[src/rtl/screen_painter.sv]
// Full-frame painter: walks every pixel in raster order, issues linear ROM addresses,
// and re-aligns the selected ROM colour with its coordinates for the vga_adapter.
module screen_painter #(
  parameter int H_RES       = 160,
  parameter int V_RES       = 120,
  parameter int X_W         = 8,
  parameter int Y_W         = 7,
  parameter int ADDR_W      = 15,
  parameter int COLOR_W     = 3,
  parameter int NUM_SCREENS = 4,
  parameter int SEL_W       = 2,
  parameter int ROM_LATENCY = 1
) (
  input  logic                           CLOCK_50,
  input  logic                           RESETN,
  input  logic [SEL_W-1:0]               SCREEN,
  input  logic                           REDRAW,
  input  logic                           ENABLE,
  output logic [ADDR_W-1:0]              rom_addr,
  input  logic [NUM_SCREENS*COLOR_W-1:0] rom_q,
  output logic [X_W-1:0]                 x,
  output logic [Y_W-1:0]                 y,
  output logic [COLOR_W-1:0]             colour,
  output logic                           plot,
  output logic                           busy,
  output logic                           frame_done
);

  typedef enum logic [1:0] {START, SCAN, DRAIN, HOLD} state_e;

  typedef struct packed {
    logic             v;
    logic [X_W-1:0]   x;
    logic [Y_W-1:0]   y;
    logic [SEL_W-1:0] sel;
  } stage_t;

  state_e            state_q;
  logic [SEL_W-1:0]  sel_q;
  logic [X_W-1:0]    ix_q;
  logic [Y_W-1:0]    iy_q;
  logic [ADDR_W-1:0] addr_q;
  stage_t            pipe_q [ROM_LATENCY];

  stage_t            tail_s;
  logic              restart_s;
  logic              abort_s;
  logic              issue_s;
  logic              last_x_s;
  logic              last_s;
  logic              pipe_busy_s;
  logic              out_valid_s;
  logic [COLOR_W-1:0] pix_col_s;

  assign rom_addr    = addr_q;
  assign tail_s      = pipe_q[ROM_LATENCY-1];
  assign restart_s   = (SCREEN != sel_q) || REDRAW;
  assign abort_s     = ((state_q == SCAN) || (state_q == DRAIN)) && restart_s;
  assign issue_s     = (state_q == SCAN) && ENABLE && !restart_s;
  assign last_x_s    = (ix_q == X_W'(H_RES - 1));
  assign last_s      = last_x_s && (iy_q == Y_W'(V_RES - 1));
  assign out_valid_s = tail_s.v && !abort_s;

  // Pipeline occupancy, used to decide when the drain is complete.
  always_comb begin
    pipe_busy_s = 1'b0;
    for (int i = 0; i < ROM_LATENCY; i++) begin
      pipe_busy_s = pipe_busy_s | pipe_q[i].v;
    end
  end

  // Pick the colour slice of the screen carried with the pixel; unmapped screens give 0.
  always_comb begin
    pix_col_s = '0;
    for (int k = 0; k < NUM_SCREENS; k++) begin
      pix_col_s = (int'(tail_s.sel) == k) ? rom_q[k*COLOR_W +: COLOR_W] : pix_col_s;
    end
  end

  // Frame sequencer: issue counters, incremental address and busy flag.
  always_ff @(posedge CLOCK_50 or negedge RESETN) begin
    if (!RESETN) begin
      state_q <= START;
      sel_q   <= '0;
      ix_q    <= '0;
      iy_q    <= '0;
      addr_q  <= '0;
      busy    <= 1'b0;
    end else begin
      case (state_q)
        START: begin
          sel_q   <= SCREEN;
          ix_q    <= '0;
          iy_q    <= '0;
          addr_q  <= '0;
          busy    <= 1'b1;
          state_q <= SCAN;
        end
        SCAN: begin
          if (restart_s) begin
            state_q <= START;
          end else if (issue_s) begin
            addr_q <= addr_q + ADDR_W'(1);
            if (last_x_s) begin
              ix_q <= '0;
              iy_q <= iy_q + Y_W'(1);
            end else begin
              ix_q <= ix_q + X_W'(1);
            end
            if (last_s) begin
              state_q <= DRAIN;
            end
          end
        end
        DRAIN: begin
          if (restart_s) begin
            state_q <= START;
          end else if (!pipe_busy_s) begin
            state_q <= HOLD;
            busy    <= 1'b0;
          end
        end
        HOLD: begin
          busy <= 1'b0;
          if (restart_s) begin
            state_q <= START;
          end
        end
        default: state_q <= START;
      endcase
    end
  end

  // Coordinate pipeline matching the ROM latency, followed by the registered plot stage.
  always_ff @(posedge CLOCK_50 or negedge RESETN) begin
    if (!RESETN) begin
      for (int i = 0; i < ROM_LATENCY; i++) begin
        pipe_q[i] <= '0;
      end
      x          <= '0;
      y          <= '0;
      colour     <= '0;
      plot       <= 1'b0;
      frame_done <= 1'b0;
    end else begin
      pipe_q[0] <= '{v: issue_s, x: ix_q, y: iy_q, sel: sel_q};
      for (int i = 1; i < ROM_LATENCY; i++) begin
        pipe_q[i] <= pipe_q[i-1];
      end
      // An abort kills everything in flight so no stale pixel reaches the screen.
      if (abort_s) begin
        for (int i = 0; i < ROM_LATENCY; i++) begin
          pipe_q[i].v <= 1'b0;
        end
      end
      plot       <= out_valid_s;
      frame_done <= out_valid_s && (tail_s.x == X_W'(H_RES - 1)) && (tail_s.y == Y_W'(V_RES - 1));
      if (out_valid_s) begin
        x      <= tail_s.x;
        y      <= tail_s.y;
        colour <= pix_col_s;
      end
    end
  end

endmodule

[config.mk]
export PLATFORM = sky130hd
export DESIGN_NAME = screen_painter
export DESIGN_NICKNAME = d
export VERILOG_FILES = /design/src/rtl/screen_painter.sv
export SDC_FILE = /design/constraint.sdc
export NUM_CORES = 1
export LEC_CHECK = 0
export CELL_PAD_IN_SITES_DETAIL_PLACEMENT = 1
export CELL_PAD_IN_SITES_GLOBAL_PLACEMENT = 2
export CORE_ASPECT_RATIO = 0.7
export CORE_MARGIN = 5
export CORE_UTILIZATION = 32
export CTS_CLUSTER_SIZE = 20
export DETAILED_ROUTE_END_ITERATION = 8
export PLACE_DENSITY_LB_ADDON = 0.1
export SYNTH_ARGS = -nofsm -noshare
export SYNTH_HDL_FRONTEND = slang
export SYNTH_SLANG_ARGS = --single-unit
[constraint.sdc]
create_clock -name CLOCK_50 -period 2 [get_ports CLOCK_50]
set_input_delay 0.2 -clock CLOCK_50 [delete_from_list [all_inputs] [get_ports CLOCK_50]]
set_output_delay 0.2 -clock CLOCK_50 [all_outputs]
set_load 0.005 [all_outputs]
== Word-level counts from Yosys, hierarchy flattened ==
Cells that the tools add are included.

* Multiplexer cells: 26
* Equal/unequal tests: 20
* Reduce and logical (&&, ||, !) cells: 19
* Add/sub/neg operators: 3

{| class="wikitable"
|+ Operators with widths
! operator !! count
|-
| 2-to-1 mux 15 bit || 2
|-
| case mux 15 bit (2 select lines) || 1
|-
| 2-to-1 mux 8 bit || 3
|-
| 2-to-1 mux 7 bit || 3
|-
| equality test 8 bit, second input constant || 2
|-
| case mux 8 bit (2 select lines) || 1
|-
| adder 15 x 1 -> 15 bit, second input constant || 1
|-
| equality test 7 bit, second input constant || 2
|-
| case mux 7 bit (2 select lines) || 1
|-
| 2-to-1 mux 2 bit || 6
|-
| 2-to-1 mux 3 bit || 4
|-
| != test 2 bit, second input constant || 6
|-
| != test 3 bit, second input constant || 3
|-
| adder 8 x 1 -> 8 bit, second input constant || 1
|-
| equality test 2 bit, second input constant || 4
|-
| case mux 2 bit (4 select lines) || 1
|-
| AND reduction 4 bit || 2
|-
| adder 7 x 1 -> 7 bit, second input constant || 1
|-
| logical AND 1 bit || 7
|-
| AND reduction 3 bit || 2
|-
| equality test 2 x 1 -> 1 bit, second input constant || 2
|-
| logical NOT 2 bit || 2
|-
| 2-to-1 mux 1 bit || 3
|-
| case mux 1 bit (3 select lines) || 1
|-
| 5 further kinds || 7
|}

* Logic and storage cells: 83
* Input port bits: 18
* Output and inout bits: 36
* Flip-flop bits (word level): 73

== Depth between registers and ports, before layout ==
Gate-level depths: netlist of run 1.

* Word-level depth: 7
* Mapped depth: 10
* Mapped depth without buffers: 7

== Least setup slack after synthesis of run 1 ==
Ideal clock, no wire load.

* Path kind: reg2reg
* Start: register state_q[1]
* End: register iy_q[2]
* Path slack: 0.031 ns
* Stages on the path, launching flop included: 10
* Clock period less this slack: 1.969 ns
* Buffers on the path: 2
* Arrival: 1.845 ns
* Path through: dfrtp_1 > inv_1 > ha_1 > buf_6 > and3b_1 > nand3_1 > inv_1 > buf_2 > a21oi_1 > a211o_1

* Word-level cells in the longest chain between the ends: 5
* Elaborated cells on any way between the ends: 10
* Those cells by class: 4 x eq/ne; 1 x mux; 5 x reduce/logical

{| class="wikitable"
|+ RTL lines
! what !! line !! RTL
|-
| start, declared || 38 || <nowiki>state_e state_q;</nowiki>
|-
| start signal, assigned || 83 || <nowiki>state_q <= START;</nowiki>
|-
| start signal, assigned || 97 || <nowiki>state_q <= SCAN;</nowiki>
|-
| start signal, assigned || 101 || <nowiki>state_q <= START;</nowiki>
|-
| equality test 2 x 1 -> 1 bit || 59, 90 ||
|-
| logical AND 1 bit (2 in series) || 59 || <nowiki>assign issue_s = (state_q == SCAN) && ENABLE && !restart_s;</nowiki>
|-
| != test 2 bit (no source line) || n/a ||
|-
| AND reduction 4 bit (no source line) || n/a ||
|-
| end signal, assigned || 106 || <nowiki>iy_q <= iy_q + Y_W'(1);</nowiki>
|-
| end, declared || 41 || <nowiki>logic [Y_W-1:0] iy_q;</nowiki>
|}

Parallel ways exist; a longest one is shown, timed or not.
A chain may end at the register's enable or synchronous reset.

== Worst setup path after layout of run 1 ==
* Start: register state_q[1]
* End: register addr_q[9], in the netlist rom_addr[9]

* Word-level cells in the longest chain between the ends: 5
* Elaborated cells on any way between the ends: 9
* Those cells by class: 3 x eq/ne; 1 x mux; 5 x reduce/logical

{| class="wikitable"
|+ RTL lines
! what !! line !! RTL
|-
| equality test 2 x 1 -> 1 bit || 59, 90 ||
|-
| logical AND 1 bit (2 in series) || 59 ||
|-
| != test 2 bit (no source line) || n/a ||
|-
| AND reduction 3 bit (no source line) || n/a ||
|-
| end signal, assigned || 103 || <nowiki>addr_q <= addr_q + ADDR_W'(1);</nowiki>
|-
| end, declared || 42 || <nowiki>logic [ADDR_W-1:0] addr_q;</nowiki>
|}

Parallel ways exist; a longest one is shown, timed or not.

==> impl_metrics.py, run 1 <==
metrics = {
    "yosys": {
        "async_flop_share_pct": 100.0,
        "synth_cell_types": 48,
        "synth_largest_area_cell": "dfrtp_1",
        "synth_edf_count": 0,
        "ys_ff_latch": 73,
        "synth_area_sq_um": 3322,
        "synth_top_area_share_pct": 54.99,
        "synth-main-ff-cell": "dfrtp_1",
        "syn_area_per_cell_sq_um": 11.78,
        "yosys-top-cells-area": "dfrtp_1 55%, mux2_2 6.8%, ha_1 3.0%, a21oi_1 2.9%, mux4_2 2.0%",
        "synth.yosys.seq_area_share_pct": 54.99,
        "syn_nets": 308,
        "yosysWarningCount": 0,
        "syn_inst": 282,
    },
    "global_route": {
        "grt_pass1_vias": 2886,
        "grt_remaining_overflow": 0,
        "antenna_found_initial": 0,
        "grt_usage_pct": 15.85,
        "grt_pass1_wl_um": 15500,
        "grt_max_degree": 39,
    },
    "cts": {
        "clk_pin_slew_ns": 0.06,
        "cts_max_path_buffers": 2,
        "cts-root-buf": "clkbuf_16",
        "cts_tree": "done",
        "cts.sinks": 73,
        "cts_buffers": 9,
        "cts_max_level": 3,
        "clk_latency_ns": 0.34,
    },
    "placement": {
        "place_inst": 498,
        "dp_hpwl_um": 6729,
        "gp_congestion": 0.7652,
        "port_buffers": 53,
    },
    "floorplanning": {
        "initial_core_util_pct": 32.44,
        "coreArea_sq_um": 10240,
        "die_h_um": 95.25,
        "rows": 31,
        "io_pins": 54,
        "die_w_um": 131.8,
        "die-area_sq_um": 12550,
    },
    "route": {
        "vias": 2663,
        "drt_iter0_markers": 83,
        "first_pass_iters": 4,
        "totalWireLength_um": 9373,
        "drc_errors": 0,
        "wl_per_cell_um": 18.06,
        "postRouteAntennaNets": 0,
        "via_per_inst": 5.131,
    },
    "timing": {
        "max_slew.worst_pin.slew_ns": 0.5043,
        "period_share_pct": 96.64,
        "hold_violations": 0,
        "period_needed_ns": 1.933,
        "slew_headroom_pct": 66.38,
        "slew_violations": 0,
        "setup_violations": 0,
        "tns_ns": 0,
        "clock_skew_ns": 0.008237,
        "fin_hold_ws_ns": 0.3717,
        "fmax_mhz": 517.4,
    },
    "setup_path": {
        "required_ns": 2.25,
        "crit_type": "register to register",
        "end_kind": "register",
        "crit_fanout": 12,
        "reg2reg_slack_ns": 0.07,
        "cp-start-kind": "register",
        "critPathArrivalTime_ns": 2.19,
    },
    "cells_and_area": {
        "fill_cells": 1097,
        "area.sequential_sq_um": 1828,
        "syn_to_final_growth_pct": 43.62,
        "final_nets": 409,
        "fin_util_pct": 46.59,
        "antenna_cells": 0,
        "multi_input_area_sq_um": 1505,
        "stdcell_count": 519,
        "drive_above_1_share_pct": 28.17,
    },
    "power_and_ir_drop": {
        "ir_worst_vdd_v": 0.0004923,
        "p_int_uw": 3449,
        "p_leak_uw": 0.002127,
        "swShare_pct": 29.97,
        "switching_power_uw": 1476,
        "p_comb_share_pct": 29.0,
        "clkPwrFrac_pct": 35.3,
        "power.total_uw": 4926,
        "p_per_area_nw_per_um2": 1032,
        "p_seq_share_pct": 35.7,
    },
    "run": {
        "max_cap_violations": 0,
    },
    "status": {
        "outcome": "completed",
    },
    "worst_hold_path": {
        "min_path_type": "input pin to async pin",
    },
}
[cells in the mapped netlist (all sizes together) (2+ instances only)]
cell,instances
o311ai,2
ha,8
and4,4
nand3,11
o31ai,8
mux2,20
xnor2,3
nand4b,2
and3,6
nor3,2
buf,7
xor2,3
a211o,3
o21ai,13
inv,9
or3,10
dfrtp,73
clkbuf,4
a21oi,19
mux4,3
nand4,7
mux2i,3
a31o,2
o211ai,2
nor2,9
a31oi,3
nand2,15
or4,8
a22o,2
nor4,4
nand3b,2
[layout make-up]
| class | count | share of cell area [%] |
|---|---|---|
| Timing Repair Buffer | 101 | 19.30 |
| Clock inverter | 5 | 1.652 |
| Tap cell | 132 | 3.462 |
| Multi-Input combinational cell | 189 | 31.55 |
| Sequential cell | 73 | 38.32 |
| Clock buffer | 10 | 5.009 |
| Inverter | 9 | 0.7081 |
[cells by family (layout without fill, tap and decap cells)]
family                     Yosys count  count (layout)  share of synthesized area [%]
and+or+nand+nor                     89              89                          16.16
DFF                                 73              73                          54.99
AOI/OAI and AO/OA                   60              60                          11.64
muxes                               26              26                          9.718
buffers and inverters               20             125                          2.900
adders and majority gates            8               8                          3.013
xor gates and xnor gates             6               6                          1.582
[power groups by stage]
stage | clock network (uW) | logic (uW) | registers [uW]
2_1_floorplan | 0 | 643 | 1740
3_3_place_gp | 0 | 1240 | 1760
3_5_place_dp | 0 | 1250 | 1760
4_1_cts | 1780 | 1500 | 1760
5_1_grt | 1860 | 1560 | 1790
6_report | 1740 | 1430 | 1760
[timing repair]
action                                  in CTS  in global routing
endpoints found under the setup margin       4                 10
hold endpoints to repair                    37                  0
setup buffers                                2                  3
resized for setup                           18                  6
gates cloned                                 1                  0
hold buffers                                 1                  0
pin swaps                                    0                  4
[final timing paths]
kind,to,cells past startpoint,start
max,rom_addr[9],7,state_q[1]
min,y[6],2,RESETN
max reg2reg,rom_addr[9],7,state_q[1]
min reg2reg,pipe_q[3],0,iy_q[1]
max in group asynchronous,state_q[0],3,RESETN
min in group CLOCK_50,pipe_q[3],0,iy_q[1]
[cells in the final DEF, fill, tap and decap left out, types with 6 or more instances in the layout]
cell type	instances
or4_1	6
and3_1	6
nand3_1	10
a21oi_1	15
inv_1	7
mux2_2	20
nor2_1	9
ha_1	6
buf_4	43
dfrtp_1	72
nand4_1	7
clkdlybuf4s50_1	52
o31ai_1	8
o21ai_0	12
nand2_1	15
clkbuf_16	9
or3_1	9
[sequential cells by signal, summed over array words and instances, names as in the netlist]
name and cells:
ix_q 8, busy 1, y 7, x 8, sel_q 2, rom_addr 15, plot 1, frame_done 1
colour 3, iy_q 7, pipe_busy_s 1, state_q 2, pipe_q 17
[layer usage]
| metal | GRT usage, % | wire (um) | vias up |
|---|---|---|---|
| li1 | - | - | 1266 |
| met2 | 23.35 | 4046 | 44 |
| met4 | 4.623 | 109 | 0 |
| met3 | 5.011 | 367 | 11 |
| met1 | 22.42 | 4848 | 1342 |
| met5 | 0 | 0 | - |
[worst max-delay path, cell delays in order, from the launching register on]
cell and delay (ns):
dfrtp_1 0.40, inv_2 0.08, ha_4 0.17, and3b_2 0.22, nand3_1 0.11, buf_6 0.18
or4_1 0.52, a21oi_1 0.17
[per-stage QoR]
step	worst slack (ns)	cell area, sq um
detailed placement	-0.2101	4309
finish	0.06727	4771
CTS	0.005643	4750
global route	-0.01121	4771
floorplan	0.03132	3322
global placement	-0.09507	4309
(Power assumes the default switching activity.)
==> run 2, diff against run 1 <==
--- a/config.mk
+++ b/config.mk
@@ -9,7 +9,7 @@
 export CELL_PAD_IN_SITES_GLOBAL_PLACEMENT = 2
 export CORE_ASPECT_RATIO = 0.7
 export CORE_MARGIN = 5
-export CORE_UTILIZATION = 32
+export CORE_UTILIZATION = 38
 export CTS_CLUSTER_SIZE = 20
 export DETAILED_ROUTE_END_ITERATION = 8
 export PLACE_DENSITY_LB_ADDON = 0.1
==> constraint.sdc (replaced) <==
create_clock -name CLOCK_50 -period 2.46 [get_ports CLOCK_50]
set_input_delay 0.246 -clock CLOCK_50 [delete_from_list [all_inputs] [get_ports CLOCK_50]]
set_output_delay 0.246 -clock CLOCK_50 [all_outputs]
set_load 0.005 [all_outputs]
==> run 2 against run 1 <==
Net effect:
- non-clock buffer count fell by 33
- via count fell by 2.0%
- clock power fell by 26%
- largest power group unchanged
==> impl_metrics.py, run 2 (synthesis gave the netlist of run 1 again) <==
metrics = {
    "status": {
        "outcome": "completed",
    },
    "timing": {
        "period_share_pct": 89.60,
        "rsz0062_at_grt": "no",
        "period_needed_ns": 2.204,
        "tns_ns": 0,
        "layout_setup_ws_ns": 0.2558,
        "fmax_mhz": 453.7,
        "fin_hold_ws_ns": 0.4314,
        "clock_skew_ns": 0.007168,
        "max_slew.worst_pin.slew_ns": 0.5419,
        "setup_violations": 0,
        "hold_violations": 0,
        "slew_headroom_pct": 63.87,
        "slew_violations": 0,
    },
    "setup_path": {
        "required_ns": 2.71,
        "critPathArrivalTime_ns": 2.46,
        "ff2ff_path_depth": 7,
        "end_kind": "register",
        "path_cells": "inv_1, ha_1, and3b_1, nand3_1, buf_4, or4_1, a21oi_1",
        "crit_start": "state_q[1]",
        "r2r_start": "state_q[1]",
        "crit_type": "register to register",
        "reg2reg_slack_ns": 0.26,
        "cp-start-kind": "register",
        "regToRegEndpoint": "rom_addr[13]",
        "crit_slowest_cell": "or4_1",
        "crit_fanout": 18,
        "max_stage_delay_ns": 0.52,
        "cp-endpoint": "rom_addr[13]",
    },
    "cts": {
        "cts_tree": "done",
        "cts-root-buf": "clkbuf_16",
        "cts_max_path_buffers": 2,
        "cts_buffers": 9,
        "cts_max_level": 3,
        "clk_latency_ns": 0.33,
        "post_cts_buffers": 0,
        "clk_pin_slew_ns": 0.06,
        "cts.sinks": 73,
    },
    "floorplanning": {
        "initial_core_util_pct": 39.18,
        "coreArea_sq_um": 8478,
        "die-area_sq_um": 10740,
        "rows": 28,
        "die_h_um": 88.23,
        "die_w_um": 121.8,
        "io_pins": 54,
    },
    "power_and_ir_drop": {
        "switching_power_uw": 1077,
        "swShare_pct": 29.96,
        "clkPwrFrac_pct": 35.7,
        "p_per_area_nw_per_um2": 825.3,
        "p_seq_share_pct": 39.5,
        "p_int_uw": 2518,
        "p_comb_share_pct": 24.8,
        "ir_worst_vdd_v": 0.0004985,
        "p_leak_uw": 0.001907,
    },
    "cells_and_area": {
        "stdcell_area_sq_um": 4355,
        "mostFrequentLayoutCells": "73 x dfrtp_1, 52 x clkdlybuf4s50_1, 20 x mux2_2",
        "antenna_cells": 0,
        "layout_commonest_cell": "dfrtp_1",
        "final_nets": 376,
        "stdcell_count": 474,
        "top_register": "pipe_q",
        "drive_above_1_share_pct": 15.82,
        "syn_to_final_growth_pct": 31.11,
        "largest_reg_flops": 17,
    },
    "route": {
        "totalWireLength_um": 8818,
        "drc_errors": 0,
        "m1WireLength_um": 4454,
        "via_per_inst": 5.506,
        "wl_per_cell_um": 18.60,
        "wl_met3_um": 345,
        "postRouteAntennaNets": 0,
        "drt_iter0_markers": 113,
        "wl_met2_um": 3912,
        "first_pass_iters": 4,
        "dr.max_layer_used": "met4",
        "vias": 2610,
    },
    "worst_hold_path": {
        "min_path_type": "input pin to async pin",
    },
    "global_route": {
        "grt_remaining_overflow": 0,
        "antenna_found_initial": 0,
        "grt_pass1_vias": 2761,
        "grt_max_degree": 39,
        "grt_usage_pct": 17.90,
        "grt_pass1_wl_um": 14860,
    },
    "placement": {
        "placed_cell_area_sq_um": 4056,
        "port_buffers": 53,
        "place_inst": 458,
        "dp_hpwl_um": 6421,
        "dpl_worst_slack_ns": 0.2446,
        "gp_congestion": 0.7656,
    },
    "run": {
        "max_cap_violations": 0,
    },
}
==> run 2: cell types whose count changed in the layout (fill, tap and decap cells not counted), sizes merged <==
cell    previous run  this run
bufinv             2         1
buf               48        15
clkbuf            10        13
clkinv             2         1
inv               10         9
==> run 2: power groups by stage <==
stage | logic [uW] | registers, uW | clock network [uW]
final | 890 | 1420 | 1280
after global routing | 972 | 1440 | 1360
after detailed placement | 885 | 1440 | 0
after floorplan | 523 | 1420 | 0
after CTS | 892 | 1420 | 1320
after global placement | 875 | 1430 | 0
==> run 2: worst max-delay path: cells and delay by family (launching register included) <==
family / cells / cell delay, ns
AOI/OAI and AO/OA: 1 / 0.16
DFF: 1 / 0.43
buffers and inverters: 2 / 0.39
adders and majority gates: 1 / 0.27
and+or+nand+nor: 3 / 0.87
==> run 2: area by class of cell <==
class	instances	area (sq um)
Fill cell	919	4123
Multi-Input combinational cell	189	1403
Clock inverter	2	38.79
Sequential cell	73	1827
Inverter	9	33.78
Tap cell	120	150.1
Clock buffer	13	250.2
Timing Repair Buffer	68	653.1
==> run 2: what timing repair did <==
| item | 4_1_cts | 5_1_grt |
|---|---|---|
| endpoints found under the hold margin | 21 | 0 |
| resized for setup | 0 | 0 |
| hold buffers | 1 | 0 |
| endpoints found under the setup margin | 0 | 0 |
==> run 2: how the worst min path moves through the flow <==
stage / cells after the start / endpoint / startpoint
2_1_floorplan: 0 / busy / RESETN
3_3_place_gp: 1 / colour[0] / RESETN
3_5_place_dp: 1 / colour[0] / RESETN
4_1_cts: 2 / colour[0] / RESETN
5_1_grt: 0 / pipe_q[6] / iy_q[4]
6_report: 2 / colour[0] / RESETN
==> run 2: stage by stage <==
stage / util [%] / power (uW)
finish: 51.37 / 3595
global placement: 47.85 / 2308
detailed placement: 47.85 / 2324
global route: 51.37 / 3775
CTS: 51.37 / 3633
floorplan: - / 1938
==> run 2: layer usage <==
metal | track usage (%) | vias to the layer above
li1 | - | 1201
met1 | 26.10 | 1350
met2 | 26.00 | 51
met3 | 4.920 | 8
met4 | 5.595 | 0
met5 | 0 | -
==> run 3, diff against run 2 <==
--- a/config.mk
+++ b/config.mk
@@ -9,7 +9,7 @@
 export CELL_PAD_IN_SITES_GLOBAL_PLACEMENT = 2
 export CORE_ASPECT_RATIO = 0.7
 export CORE_MARGIN = 5
-export CORE_UTILIZATION = 38
+export CORE_UTILIZATION = 30
 export CTS_CLUSTER_SIZE = 20
 export DETAILED_ROUTE_END_ITERATION = 8
 export PLACE_DENSITY_LB_ADDON = 0.1
==> run 3 against run 2 <==
Net effect:
- global-route usage decreased by 3.9 points
- die area is 24% higher
- highest routed layer unchanged
- core utilization is 11 points lower
- critical path depth did not move
- final area rose by 1.8%
- non-clock buffer count stayed put
- sequential share of layout area decreased by 0.73 points
==> impl_metrics.py, run 3 (synthesis gave the netlist of run 1 again) <==
metrics = {
    "status": {
        "outcome": "completed",
    },
    "power_and_ir_drop": {
        "p_int_uw": 2597,
        "p_per_area_nw_per_um2": 831.5,
        "ir_worst_vdd_v": 0.0003967,
        "power.total_uw": 3686,
        "p_seq_share_pct": 38.3,
        "p_comb_share_pct": 24.4,
        "swShare_pct": 29.53,
        "clkPwrFrac_pct": 37.3,
        "switching_power_uw": 1089,
        "p_leak_uw": 0.001923,
    },
    "timing": {
        "rsz0062_at_grt": "no",
        "setup_violations": 0,
        "period_needed_ns": 2.196,
        "slew_violations": 0,
        "max_slew.worst_pin.slew_ns": 0.5207,
        "tns_ns": 0,
        "clock_skew_ns": 0.003928,
        "period_share_pct": 89.25,
        "fmax_mhz": 455.5,
        "hold_violations": 0,
        "slew_headroom_pct": 65.28,
    },
    "global_route": {
        "grt_pass1_wl_um": 14520,
        "grt_max_degree": 41,
        "antenna_found_initial": 0,
        "grt_remaining_overflow": 0,
        "grt_usage_pct": 14.02,
        "grt_pass1_vias": 2681,
    },
    "cells_and_area": {
        "drive_above_1_share_pct": 16.38,
        "stdcell_area_sq_um": 4433,
        "fin_util_pct": 40.56,
        "top_register": "pipe_q",
        "final_nets": 376,
        "syn_to_final_growth_pct": 33.45,
        "fill_cells": 1194,
        "layout_commonest_cell": "dfrtp_1",
        "mostFrequentLayoutCells": "73 x dfrtp_1, 52 x clkdlybuf4s50_1, 20 x mux2_2",
        "antenna_cells": 0,
        "largest_reg_flops": 17,
    },
    "floorplanning": {
        "initial_core_util_pct": 30.39,
        "die_w_um": 135.8,
        "die-area_sq_um": 13310,
        "die_h_um": 98.04,
        "coreArea_sq_um": 10930,
        "io_pins": 54,
        "rows": 32,
    },
    "cts": {
        "cts_max_path_buffers": 2,
        "cts_buffers": 9,
        "cts_tree": "done",
        "post_cts_buffers": 0,
        "cts-root-buf": "clkbuf_16",
        "cts.repair.resized": 0,
        "holdBufCountCts": 1,
        "clk_latency_ns": 0.33,
        "cts_max_level": 3,
        "cts.sinks": 73,
        "clk_pin_slew_ns": 0.06,
    },
    "setup_path": {
        "crit_slowest_cell": "or4_1",
        "required_ns": 2.71,
        "cp-start-kind": "register",
        "crit_type": "register to register",
        "critPathTopFamily": "simple AND/OR/NAND/NOR gates",
        "critPathArrivalTime_ns": 2.45,
        "crit_fanout": 18,
        "worst-path-buf-inv": 2,
        "path_cells": "inv_1, ha_1, and3b_1, nand3_1, buf_4, or4_1, a21oi_1",
        "max_stage_delay_ns": 0.51,
        "end_kind": "register",
    },
    "route": {
        "drc_errors": 0,
        "wl_per_cell_um": 17.30,
        "postRouteAntennaNets": 0,
        "first_pass_iters": 4,
        "totalWireLength_um": 8769,
        "drt_iter0_markers": 91,
        "via_per_inst": 5.077,
        "vias": 2574,
    },
    "worst_hold_path": {
        "min_path_type": "input pin to async pin",
    },
    "placement": {
        "gp_congestion": 0.7267,
        "dp_hpwl_um": 6402,
        "placed_cell_area_sq_um": 4113,
        "port_buffers": 53,
    },
    "run": {
        "max_cap_violations": 0,
    },
}
[run 3: changes by cell type in the layout (fill, tap and decap cells not counted), sizes merged]
cell      previous run  this run
clkbuf              13        10
clkinvlp             0         1
bufinv               1         2
clkinv               1         2
[run 3: power groups by stage]
stage	Clock (uW)	Sequential, uW	Combinational [uW]
final	1380	1410	898
after global routing	1470	1430	990
after CTS	1420	1420	912
after detailed placement	0	1430	906
after global placement	0	1430	901
after floorplan	0	1420	523
[run 3: layout make-up]
type,count,area (sq um),share of cell area [%]
flip-flops and latches,73,1827,41.21
multi-input cells,189,1403,31.64
repair buffers,68,668.1,15.07
clock buffers,10,229.0,5.165
well taps,153,191.4,4.318
clock inverters,5,81.33,1.835
inverters,9,33.78,0.7621
[run 3: per-stage QoR]
stage,worst slack (ns),hold WS (ns),cells
detailed placement,0.2571,0.2610,491
finish,0.2645,0.4290,507
floorplan,0.4913,-0.04959,282
global route,0.1187,0.4680,507
global placement,0.3740,0.2608,491
CTS,0.2911,0.4469,507
[run 3: per-layer routing]
| layer | track usage, % | vias up | routed length [um] |
|---|---|---|---|
| met4 | 4.183 | 0 | 101 |
| li1 | - | 1202 | - |
| met5 | 0 | - | 0 |
| met2 | 19.15 | 49 | 3639 |
| met1 | 20.89 | 1311 | 4587 |
| met3 | 4.686 | 12 | 441 |
[run 3: final timing paths]
path                            start      endpoint  slack (ns)  depth (start not counted)
setup / recovery           state_q[1]  rom_addr[13]        0.26                          7
max in group asynchronous      RESETN   rom_addr[8]        1.46                          3
min in group CLOCK_50         iy_q[1]     pipe_q[3]        0.44                          0
hold reg to reg               iy_q[1]     pipe_q[3]        0.44                          0
setup reg to reg           state_q[1]  rom_addr[13]        0.26                          7
hold / removal                 RESETN          x[7]        0.43                          2
[run 3: worst reg2reg max path, cell delays in order (launching register included)]
cell     delay (ns)
dfrtp_1        0.41
inv_1          0.13
ha_1           0.29
and3b_1        0.25
nand3_1        0.11
buf_4          0.23
or4_1          0.52
a21oi_1        0.18
